[src/rtl/kpn_delay_fifo.sv]
// kpn_delay_fifo: KPN delay node; emits DELAY_TOKENS copies of INIT_VALUE after reset, then forwards input tokens in order.
// Latency: a token accepted at edge N is offered from edge N and can leave at edge N+1 at the earliest; there is no bypass path.
// Backpressure: in_ready drops only when the FIFO is full, even if a pop happens that cycle; out_valid/out_data hold until out_ready.
//
// Ports:
//   clk, reset            single clock, synchronous active-high reset
//   in_data/valid/ready   upstream token channel (valid/ready)
//   out_data/valid/ready  downstream token channel (valid/ready)
//   level                 FIFO occupancy, 0..DEPTH
//   init_done             all initial tokens have been emitted
//
// All outputs are decoded from registers only. There is no combinational path
// from in_valid or out_ready to any output.

// kpn_fifo: generic single-clock FIFO storage with occupancy count.
// Latency: a write at edge N is visible on rdata_o from edge N.
// Backpressure: none internally; the caller only pushes when not full and only pops when not empty.
module kpn_fifo #(
  parameter int WIDTH = 16,
  parameter int DEPTH = 4
) (
  input  logic                       clk,
  input  logic                       reset,
  input  logic                       push_i,
  input  logic [WIDTH-1:0]           wdata_i,
  input  logic                       pop_i,
  output logic [WIDTH-1:0]           rdata_o,
  output logic [$clog2(DEPTH+1)-1:0] count_o
);

  localparam int AW = $clog2(DEPTH);
  localparam int CW = $clog2(DEPTH+1);

  logic [WIDTH-1:0] mem_q [DEPTH];
  logic [AW-1:0]    wr_ptr_q, wr_ptr_d;
  logic [AW-1:0]    rd_ptr_q, rd_ptr_d;
  logic [CW-1:0]    count_q, count_d;

  // DEPTH is a power of two, so the pointers wrap naturally at AW bits.
  always_comb begin
    wr_ptr_d = wr_ptr_q;
    rd_ptr_d = rd_ptr_q;
    count_d  = count_q;
    if (push_i) wr_ptr_d = wr_ptr_q + AW'(1);
    if (pop_i)  rd_ptr_d = rd_ptr_q + AW'(1);
    // Simultaneous push and pop leaves the count unchanged.
    case ({push_i, pop_i})
      2'b10:   count_d = count_q + CW'(1);
      2'b01:   count_d = count_q - CW'(1);
      default: count_d = count_q;
    endcase
  end

  always_ff @(posedge clk) begin
    if (reset) begin
      wr_ptr_q <= '0;
      rd_ptr_q <= '0;
      count_q  <= '0;
    end else begin
      wr_ptr_q <= wr_ptr_d;
      rd_ptr_q <= rd_ptr_d;
      count_q  <= count_d;
    end
  end

  // Storage is deliberately not reset; stale contents are unreachable once
  // the pointers and count are cleared.
  always_ff @(posedge clk) begin
    if (push_i) mem_q[wr_ptr_q] <= wdata_i;
  end

  assign rdata_o = mem_q[rd_ptr_q];
  assign count_o = count_q;

endmodule

module kpn_delay_fifo #(
  parameter int               WIDTH        = 16,
  parameter int               DEPTH        = 4,
  parameter int               DELAY_TOKENS = 1,
  parameter logic [WIDTH-1:0] INIT_VALUE   = '0
) (
  input  logic                       clk,
  input  logic                       reset,
  input  logic [WIDTH-1:0]           in_data,
  input  logic                       in_valid,
  output logic                       in_ready,
  output logic [WIDTH-1:0]           out_data,
  output logic                       out_valid,
  input  logic                       out_ready,
  output logic [$clog2(DEPTH+1)-1:0] level,
  output logic                       init_done
);

  localparam int             CW        = $clog2(DEPTH+1);
  localparam logic [CW-1:0]  FULL_CNT  = CW'(DEPTH);
  // Index of the last initial token; unused when DELAY_TOKENS is 0.
  localparam logic [7:0]     LAST_INIT = (DELAY_TOKENS > 0) ? 8'(DELAY_TOKENS - 1) : 8'd0;

  typedef enum logic [1:0] {
    IDLE = 2'd0,
    INIT = 2'd1,
    PASS = 2'd2
  } state_e;

  state_e           state_q, state_d;
  logic             run_q, run_d;
  logic [7:0]       init_cnt_q, init_cnt_d;

  logic             push;
  logic             pop;
  logic [WIDTH-1:0] fifo_rdata;
  logic [CW-1:0]    fifo_count;
  logic             fifo_empty;
  logic             fifo_full;

  assign fifo_empty = (fifo_count == '0);
  assign fifo_full  = (fifo_count == FULL_CNT);

  // Next-state and output decode. Outputs depend on state_q, run_q and the
  // FIFO registers only; in_valid/out_ready feed just the push/pop strobes
  // and the next-state terms.
  always_comb begin
    state_d    = state_q;
    run_d      = run_q;
    init_cnt_d = init_cnt_q;
    in_ready   = 1'b0;
    out_valid  = 1'b0;
    out_data   = '0;
    init_done  = 1'b0;
    pop        = 1'b0;

    case (state_q)
      IDLE: begin
        // One dead cycle after reset; outputs are all zero here.
        run_d   = 1'b1;
        state_d = (DELAY_TOKENS > 0) ? INIT : PASS;
      end

      INIT: begin
        // Inputs are buffered while the initial tokens drain, so upstream
        // is not stalled unless the FIFO fills.
        in_ready  = run_q && !fifo_full;
        out_valid = 1'b1;
        out_data  = INIT_VALUE;
        if (out_ready) begin
          init_cnt_d = init_cnt_q + 8'd1;
          if (init_cnt_q == LAST_INIT) state_d = PASS;
        end
      end

      PASS: begin
        in_ready  = run_q && !fifo_full;
        out_valid = !fifo_empty;
        out_data  = fifo_empty ? '0 : fifo_rdata;
        init_done = 1'b1;
        pop       = out_ready && !fifo_empty;
      end

      default: begin
        state_d = IDLE;
      end
    endcase

    // in_ready already excludes the full case, so a pop in the same cycle
    // never opens a write-through slot.
    push = in_valid && in_ready;
  end

  always_ff @(posedge clk) begin
    if (reset) begin
      state_q    <= IDLE;
      run_q      <= 1'b0;
      init_cnt_q <= 8'd0;
    end else begin
      state_q    <= state_d;
      run_q      <= run_d;
      init_cnt_q <= init_cnt_d;
    end
  end

  kpn_fifo #(
    .WIDTH (WIDTH),
    .DEPTH (DEPTH)
  ) u_fifo (
    .clk     (clk),
    .reset   (reset),
    .push_i  (push),
    .wdata_i (in_data),
    .pop_i   (pop),
    .rdata_o (fifo_rdata),
    .count_o (fifo_count)
  );

  assign level = fifo_count;

endmodule

[config.mk]
export PLATFORM = sky130hd
export DESIGN_NAME = kpn_delay_fifo
export DESIGN_NICKNAME = d
export VERILOG_FILES = /design/src/rtl/kpn_delay_fifo.sv
export SDC_FILE = /design/constraint.sdc
export NUM_CORES = 1
export LEC_CHECK = 0
export CAP_MARGIN = 20
export CORE_UTILIZATION = 55
export DETAILED_ROUTE_END_ITERATION = 10
export GPL_ROUTABILITY_DRIVEN = 0
export PLACE_DENSITY = 0.84
export SLEW_MARGIN = 20
export SYNTH_ARGS = -nofsm -noshare
export SYNTH_HDL_FRONTEND = slang
export SYNTH_SLANG_ARGS = --single-unit
[constraint.sdc]
create_clock -name clk -period 3.1 [get_ports clk]
set_input_delay 0.93 -clock clk [delete_from_list [all_inputs] [get_ports clk]]
set_output_delay 0.93 -clock clk [all_outputs]
set_load 0.005 [all_outputs]
==> impl_results.md, run 1 <==
* Outcome: completed
* Routed Antenna Nets at 0
* Clk pin slew, worst setup/hold paths at 0.08 ns
* Top cell family by delay on the critical path: buffers and inverters
* Cells along the critical path: buf_12 -> mux4_2 -> nor2b_1 -> clkdlybuf4s50_1
* Cts bufs inserted at 9
* First-pass GRT wire length at 9620 um
* Worst-margin pin slew at 0.548 ns
* Setup Crit Path Kind: flop to output port
* H-Tree Depth at 3
* Max incr delay on CP at 0.52 ns
* Hold Path Class: flop to flop
* Antenna cells at 0
* Power density over the cells at 576 nW/um^2
* Worst Path Buf+Inv at 2
* Area growth syn-to-layout at 22.1%
* Seq/Total Area, Yosys at 65.7%
* Layout Skew at 0.0118 ns
* Crit start category: flop
* CP max-delay cell: mux4_2
* Post-route insts no fill at 369
* Drt pass-1 iters at 4
* CTS max path bufs at 2
* DRC viols at 0
* Initial core utilization at 58.4%
* CTS tree: yes
* Die Wd at 82.2 um
* Antenna violations before repair at 0
* Initial drt markers at 119
* GR Util All Layers at 20.6%
* Highest clock rate at 338 MHz
* Minimum clock period at 2.96 ns
* Nature of the critical path endpoint: output port
* Detailed-route vias per instance at 5.52
* Total gr overflow at 0
* Count of cell types in the netlist at 34
* Number of synthesized flops with an enable pin at 64
* Unrepaired setup endpoints after global routing: false
* Ys async rst share at 0%
* Max_cap viols at 0
* Net Count, Synth at 266
* Period utilization at 95.5%
* #FFs+latches synth at 84
* Fin. Hold Viols at 0
* Worst skew pair latency at 0.34 ns
* Largest net degree at the start of global routing at 17
* Final wirelength at 6250 um
* Syn Area/Cell at 15.2 sq um
* Arr. time, crit path at 2.03 ns
* Cells after DPL at 351
* Synthesized netlist cell count at 233
* Root buffer cell: clkbuf_8
* Routed via count at 2037
* CP max FO at 16
* Die Span Y at 82.2 um
* I/O pin cnt at 42
* Vias in the first global route at 2012
* Pins Over Slew Limit at 0
* Die area at 6760 sq um
* Final hold slack at 0.498 ns
* Final Net Count at 322
* Number of synthesis warnings at 0
* CTS sink count at 84
* Overall power at 2.49 mW
* Final setup violating endpoints at 0
* Post-synth top flop: edfxtp_1
* Row count at 28
* Routed len/inst at 16.9 um
* Area of the mapped netlist at 3540 sq um
* Core ar. at 6060 sq um
* Dpl hpwl at 4190 um
* Relative slew slack at 63.2%
* Setup tns final at 0 ns
* WP data required at 2.17 ns
* Leak at 1.38 nW
* Hold_buf cts at 0
* Share of cells above drive strength 1 at 18.7%
* # port buffers at 41
* Peak VDD IR at 0.561 mV
-- synth_stat cells, types with 2 or more instances --
| cell type | count | share of area, % |
|---|---|---|
| a2111oi_0 | 2 | 0.50 |
| a21oi_1 | 14 | 2.0 |
| a311o_1 | 2 | 0.57 |
| and2_1 | 5 | 0.88 |
| buf_2 | 4 | 0.57 |
| clkbuf_1 | 3 | 0.32 |
| dfxtp_1 | 20 | 11 |
| edfxtp_1 | 64 | 54 |
| ha_1 | 12 | 4.2 |
| inv_1 | 13 | 1.4 |
| mux2_2 | 2 | 0.64 |
| mux4_2 | 16 | 10 |
| nand2_1 | 8 | 0.85 |
| nand2b_1 | 2 | 0.35 |
| nand3_1 | 4 | 0.57 |
| nand4_1 | 2 | 0.35 |
| nor2_1 | 14 | 1.5 |
| nor2b_1 | 17 | 3.0 |
| o21ai_0 | 5 | 0.71 |
| o31ai_1 | 3 | 0.64 |
| or3_1 | 4 | 0.71 |
| or3b_2 | 2 | 0.50 |
| or4_1 | 2 | 0.42 |
| xor2_1 | 3 | 0.74 |
-- flip-flops by register name, indices dropped and copies added (netlist names), named ones only --
name             cells
run_q                1
u_fifo.rd_ptr_q      2
u_fifo.count_o       3
u_fifo.mem_q        64
init_cnt_q           8
u_fifo.wr_ptr_q      2
state_q              2
-- where the power goes --
part / total (mW) / internal, mW / switching (mW)
Clock: 0.677 / 0.314 / 0.362
Sequential: 1.33 / 1.28 / 0.0470
Combinational: 0.480 / 0.249 / 0.230
-- placed cells by master (no fill, tap or decap), types with 3 or more instances in the layout --
cell type | Yosys | routed
a21oi_1 | 14 | 14
and2_1 | 5 | 5
buf_4 | 0 | 12
clkbuf_8 | 0 | 10
clkdlybuf4s50_1 | 0 | 41
dfxtp_1 | 20 | 20
edfxtp_1 | 64 | 64
ha_1 | 12 | 10
inv_1 | 13 | 12
mux4_2 | 16 | 16
nand2_1 | 8 | 8
nand3_1 | 4 | 4
nor2_1 | 14 | 14
nor2b_1 | 17 | 17
o21ai_0 | 5 | 5
or3_1 | 4 | 4
xor2_1 | 3 | 3
-- worst reg2reg max path, cell delays in order, from the launching register on --
cell and delay (ns):
dfxtp_1 0.37, inv_2 0.13, ha_4 0.20, o31ai_4 0.13, buf_4 0.21, nor2_1 0.11, ha_1 0.18, inv_1 0.06
fa_1 0.38, xor2_1 0.17, or3_1 0.33, a21oi_1 0.14
-- timing repair --
item / CTS / global route
buffers inserted: 0 / 2
pin swaps: 0 / 1
setup endpoints to repair: 12 / 8
resized for setup: 2 / 5
-- cell families (layout without fill, tap and decap cells) --
logic type               after synthesis  after routing  synth area share (%)
XOR/XNOR                               4              4                 0.991
adder cells (fa/ha/maj)               13             13                  4.81
flip-flops                            84             84                  65.7
AO/OA/AOI/OAI                         27             27                  4.60
multiplexers                          19             19                  11.1
buffers and inverters                 22             83                  2.69
AND/OR/NAND/NOR                       64             64                  10.2
-- area by class of cell --
type / count / area (sq um)
clock buffers: 11 / 141
clock inverters: 5 / 35.0
fillers: 391 / 1740
inverters: 13 / 48.8
multi-input cells: 127 / 1160
flip-flops and latches: 84 / 2320
well taps: 75 / 93.8
repair buffers: 54 / 520
-- per-layer routing --
metal,track usage [%],wire [um],vias to the layer above
met5,0,0,-
met4,10.2,90,0
met3,4.73,292,6
met2,35.8,3250,47
met1,24.1,2610,999
li1,-,-,985
-- stage by stage --
| stage | area (sq um) | util, % | setup WS, ns |
|---|---|---|---|
| 6_report | 4320 | 71.3 | 0.140 |
| 5_1_grt | 4320 | 71.3 | 0.0517 |
| 3_3_place_gp | 4100 | 67.6 | 0.240 |
| 2_1_floorplan | 3540 | - | 0.644 |
| 3_5_place_dp | 4100 | 67.6 | 0.127 |
| 4_1_cts | 4280 | 70.7 | 0.0303 |
-- path summary, 6_finish.rpt --
path                                         from                               to  slack, ns  depth (start not counted)
setup reg to reg          state_q[0]$_SDFFE_PP0P_   u_fifo.count_o[2]$_SDFFE_PP0P_       0.62                         11
hold / removal    u_fifo.rd_ptr_q[1]$_SDFFE_PP0P_  u_fifo.rd_ptr_q[1]$_SDFFE_PP0P_       0.50                          2
setup / recovery                             flop                     out_data[11]       0.14                          4
hold reg to reg   u_fifo.rd_ptr_q[1]$_SDFFE_PP0P_  u_fifo.rd_ptr_q[1]$_SDFFE_PP0P_       0.50                          2
Note: power is estimated with default switching activity, not from simulation.
==> run 2, diff against run 1 <==
Settings changed: CORE_MARGIN from default to 2, REMOVE_ABC_BUFFERS from default to 1.
==> run 2 against run 1 <==
Flip-flop and latch count unchanged. Global-route usage decreased by 0.68 points. Clock-buffer cell count decreased by 2. Combinational power decreased by 1%. Clock power increased by 49%. Maximum frequency decreased by 1.7%. First-iteration DRC count increased by 33%. Sequential power about the same. Sequential share of layout area decreased by 1.3 points. Critical endpoint is now out_valid. Largest power group unchanged.
==> impl_results.md, run 2 (synthesis gave the netlist of run 1 again) <==
* Outcome: completed
* Share of cells above drive strength 1 at 18.4%
* Hold Path Class: flop to flop
* Initial drt markers at 158
* GRT Max-Usage Layer: met2
* Multi-input logic area at 1170 sq um
* Unrepaired setup endpoints after global routing: false
* CTS max path bufs at 2
* Antenna violations before repair at 0
* Worst-margin pin slew at 0.582 ns
* Detailed-route vias per instance at 5.71
* WP data required at 2.17 ns
* Cell Area, Placed at 4100 sq um
* Layout Skew at 0.00843 ns
* Peak VDD IR at 0.395 mV
* H-Tree Depth at 3
* Die Wd at 84.2 um
* Dpl hpwl at 4170 um
* Relative slew slack at 61.2%
* Arr. time, crit path at 2.08 ns
* # port buffers at 41
* Minimum clock period at 3.01 ns
* Die Span Y at 84.2 um
* Leak at 1.43 nW
* Hold_buf cts at 0
* Final Net Count at 322
* Overall power at 2.82 mW
* Setup slack after layout at 0.0886 ns
* Routed via count at 2119
* CTS tree: yes
* Antenna cells at 0
* Highest clock rate at 332 MHz
* Initial core utilization at 56.3%
* Nature of the critical path endpoint: output port
* Total gr overflow at 0
* Clk pin slew, worst setup/hold paths at 0.08 ns
* Met2 Use GR at 32.6%
* Cts bufs inserted at 9
* DRC viols at 0
* Max_cap viols at 0
* Setup Crit Path Kind: flop to output port
* Worst Setup Slack post-DPL at 0.192 ns
* First-pass GRT wire length at 10700 um
* I/O pin cnt at 42
* Period utilization at 97.1%
* Max reg flops at 64
* Fillers at 422
* Routed len/inst at 17.9 um
* Area growth syn-to-layout at 25.2%
* Row count at 29
* Worst skew pair latency at 0.36 ns
* Final wirelength at 6630 um
* Fin. Hold Viols at 0
* Most common cell after layout, fill and taps aside: edfxtp_1
* Met3 Usage GRT at 5.51%
* Drt pass-1 iters at 4
* Power density over the cells at 637 nW/um^2
* Largest net degree at the start of global routing at 17
* Met1 usage at 25.9%
* Final Core Density at 70.6%
* Setup tns final at 0 ns
* Routed Antenna Nets at 0
* Cells after DPL at 352
* Core ar. at 6280 sq um
* Commonest non-fill, non-tap cells in the layout: edfxtp_1, clkdlybuf4s50_1, dfxtp_1
* Final hold slack at 0.504 ns
* Root buffer cell: clkbuf_8
* Largest register by flop count: u_fifo.mem_q
* Register Area at 2320 sq um
* Final setup violating endpoints at 0
* Post-route insts no fill at 371
* Vias in the first global route at 2166
* GR Util All Layers at 19.9%
* Die area at 7090 sq um
* Crit start category: flop
* CTS sink count at 84
* Final instance area at 4430 sq um
* Pins Over Slew Limit at 0
* CP max FO at 8
[run 2: what timing repair did]
item / in CTS / in global routing
cloned: 1 / 0
pin swaps: 1 / 1
gates resized for setup: 4 / 0
endpoints found under the setup margin: 17 / 3
buffers inserted: 0 / 2
[run 2: cell type report]
cell class | instances | share of cell area [%]
Clock inverter | 7 | 3.28
Clock buffer | 9 | 2.80
Sequential cell | 84 | 52.4
Multi-Input combinational cell | 128 | 26.4
Timing Repair Buffer | 53 | 11.9
Inverter | 13 | 1.10
Tap cell | 77 | 2.18
[run 2: report_power, final]
group	total, mW	leakage, nW	switching, mW	internal [mW]
logic	0.473	0.559	0.228	0.246
clock network	1.01	0.130	0.392	0.622
registers	1.33	0.739	0.0491	1.28
[run 2: critical path, stage by stage, from the launching register on]
cell	delay, ns
dfxtp_1	0.35
inv_1	0.17
ha_4	0.26
o31ai_4	0.11
buf_4	0.15
a21boi_1	0.16
clkdlybuf4s50_1	0.53
[run 2: final timing paths]
path                              startpoint                             end  cells past startpoint  slack [ns]
setup reg to reg     state_q[1]$_SDFFE_PP0P_  u_fifo.count_o[2]$_SDFFE_PP0P_                     11        0.66
hold reg to reg   init_cnt_q[1]$_SDFFE_PP0P_      init_cnt_q[1]$_SDFFE_PP0P_                      2        0.50
setup / recovery     state_q[0]$_SDFFE_PP0P_                       out_valid                      6        0.09
hold / removal    init_cnt_q[1]$_SDFFE_PP0P_      init_cnt_q[1]$_SDFFE_PP0P_                      2        0.50
[run 2: metal layers]
layer	vias up	share of wire, %	wire length (um)
met4	0	1.8	117
li1	985	-	-
met1	1056	43	2880
met3	14	5.4	358
met5	-	0	0
met2	64	49	3280
==> run 3, diff against run 2 <==
Settings changed: CORE_UTILIZATION 55 to 50, PLACE_DENSITY 0.84 to 0.8.
Clock period 3.1 ns to 2.5 ns, I/O delays scaled along.
==> run 3 against run 2 <==
Die area up 9.5%. Via count down 1.7%. Critical path type unchanged. Sequential power up 24%. Routed wire length down 4.3%. Combinational power up 32%. Cell count up 9.2%. First-iteration DRC count down 51%. Critical path depth down 1. Flip-flop and latch count unchanged. Non-clock buffer count up 16. Critical endpoint is now out_data[12]. Clock skew about the same.
==> impl_results.md, run 3 (synthesis gave the netlist of run 1 again) <==
* Initial drt markers at 77
* Detailed-route vias per instance at 5.15
* Dpl hpwl at 4010 um
* Overall power at 3.21 mW
* First-pass GRT wire length at 10100 um
* Die area at 7760 sq um
* Routed len/inst at 15.7 um
* CP max-delay cell: mux4_2
* Fillers at 503
* Peak VDD IR at 0.413 mV
* Minimum clock period at 2.49 ns
* Antenna violations before repair at 0
* CTS tree: yes
* Comb pwr share at 19.5%
* Most common cell after layout, fill and taps aside: edfxtp_1
* Power density over the cells at 704 nW/um^2
* Min-delay src: init_cnt_q[7]$_SDFFE_PP0P_
* Cells along the critical path: buf_12 -> buf_6 -> mux4_2 -> nor2b_2 -> buf_2
* NetSw at 808 uW
* Worst skew pair latency at 0.34 ns
* Routed Antenna Nets at 0
* CP max FO at 7
* Area growth syn-to-layout at 28.8%
* Relative slew slack at 72.1%
* # port buffers at 41
* Worst Setup Slack post-DPL at -0.192 ns
* Unrepaired setup endpoints after global routing: true
* Hold Path Class: flop to flop
* Final hold slack at 0.494 ns
* Max reg flops at 64
* Setup Crit Path Kind: flop to output port
* Sw frac at 25.2%
* Vias in the first global route at 2075
* Final setup violating endpoints at 0
* Die Wd at 88.1 um
* Worst-margin pin slew at 0.409 ns
* H-Tree Depth at 3
* Highest clock rate at 401 MHz
* Final Core Density at 66.7%
* I/O pin cnt at 42
* CTS max path bufs at 2
* Antenna cells at 0
* Initial core utilization at 51.8%
* Row count at 30
* Pins Over Slew Limit at 0
* P_int at 2.40 mW
* Final wirelength at 6350 um
* Cts bufs inserted at 9
* Routed via count at 2084
* Commonest non-fill, non-tap cells in the layout: edfxtp_1, clkdlybuf4s50_1, dfxtp_1
* Largest register by flop count: u_fifo.mem_q
* Root buffer cell: clkbuf_8
* Share of cells above drive strength 1 at 30.7%
* Core ar. at 6830 sq um
* Nature of the critical path endpoint: output port
* CTS sink count at 84
* Final Net Count at 337
* GR Util All Layers at 17.7%
* Hold_buf cts at 0
* Layout Skew at 0.00842 ns
* Register Area at 2330 sq um
* Crit start category: flop
* Multi-input logic area at 1180 sq um
* Crit Reg-Reg Startpoint: state_q[0]$_SDFFE_PP0P_
* Drt pass-1 iters at 4
* Total gr overflow at 0
* Setup tns final at 0 ns
* Period utilization at 99.7%
* Clock share of power at 29.0%
* Die Span Y at 88.1 um
* Clk pin slew, worst setup/hold paths at 0.08 ns
* Leak at 1.58 nW
* DRC viols at 0
* Outcome: completed
* Max_cap viols at 0
* Arr. time, crit path at 1.74 ns
* Largest net degree at the start of global routing at 21
* Fin. Hold Viols at 0
* Setup slack after layout at 0.00773 ns
* WP data required at 1.75 ns
* Max incr delay on CP at 0.48 ns
* Sequential share of power at 51.5%
==> run 3: changes by cell type in the layout (fill, tap and decap cells not counted), moves of 2 or more <==
| cell | change |
|---|---|
| o31ai_4 | -2 |
| buf_6 | +5 |
| buf_12 | +6 |
| buf_2 | +12 |
| clkdlybuf4s50_1 | -18 |
| nor2b_1 | -6 |
| bufinv_16 | -3 |
| nor2b_4 | +5 |
| buf_4 | +4 |
| clkbuf_2 | +4 |
| dfxtp_1 | -3 |
| dfxtp_4 | +2 |
| inv_1 | -2 |
==> run 3: worst max-delay path, delay by kind of cell (launching register included) <==
kind                   cells  cell delay (ns)
buffers and inverters      3             0.36
AND/OR/NAND/NOR            1             0.16
multiplexers               1             0.48
flip-flops                 1             0.40
==> run 3: per-stage QoR <==
step	area (sq um)	cells
6_report	4550	405
4_1_cts	4540	405
5_1_grt	4550	405
3_5_place_dp	4230	377
2_1_floorplan	3490	224
3_3_place_gp	4230	377
==> run 3: power by group through the flow <==
| stage | Combinational, mW | Clock [mW] | Sequential [mW] |
|---|---|---|---|
| 2_1_floorplan | 0.328 | 0 | 1.66 |
| 3_3_place_gp | 0.575 | 0 | 1.67 |
| 3_5_place_dp | 0.589 | 0 | 1.67 |
| 4_1_cts | 0.626 | 0.952 | 1.65 |
| 5_1_grt | 0.699 | 1.01 | 1.66 |
| 6_report | 0.625 | 0.931 | 1.65 |
==> run 3: area by class of cell <==
type,count,area share [%]
Multi-Input combinational cell,127,25.9
Clock inverter,6,1.40
Sequential cell,84,51.2
Inverter,13,1.13
Timing Repair Buffer,69,14.9
Tap cell,96,2.64
Clock buffer,10,2.80
==> run 3: worst paths after layout <==
check / endpoint / slack [ns] / depth (start not counted)
worst min-delay path: init_cnt_q[7]$_SDFFE_PP0P_ / 0.49 / 2
worst max register to register: u_fifo.count_o[2]$_SDFFE_PP0P_ / 0.35 / 11
worst min register to register: init_cnt_q[7]$_SDFFE_PP0P_ / 0.49 / 2
worst max-delay path: out_data[12] / 0.008 / 5
==> run 3: metal layers <==
metal	GRT usage, %	share of wire, %	vias to the layer above
met2	30.4	52	40
met1	22.0	44	1027
met4	7.44	0.65	0
met5	0	0	-
li1	-	-	1012
met3	3.30	3.3	5
==> run 3: repair_timing <==
item                                    4_1_cts  5_1_grt
gates resized for setup                      76       13
setup buffers                                11        0
hold endpoints to repair                      0        0
endpoints found under the setup margin       18       15
gates cloned                                  1        0
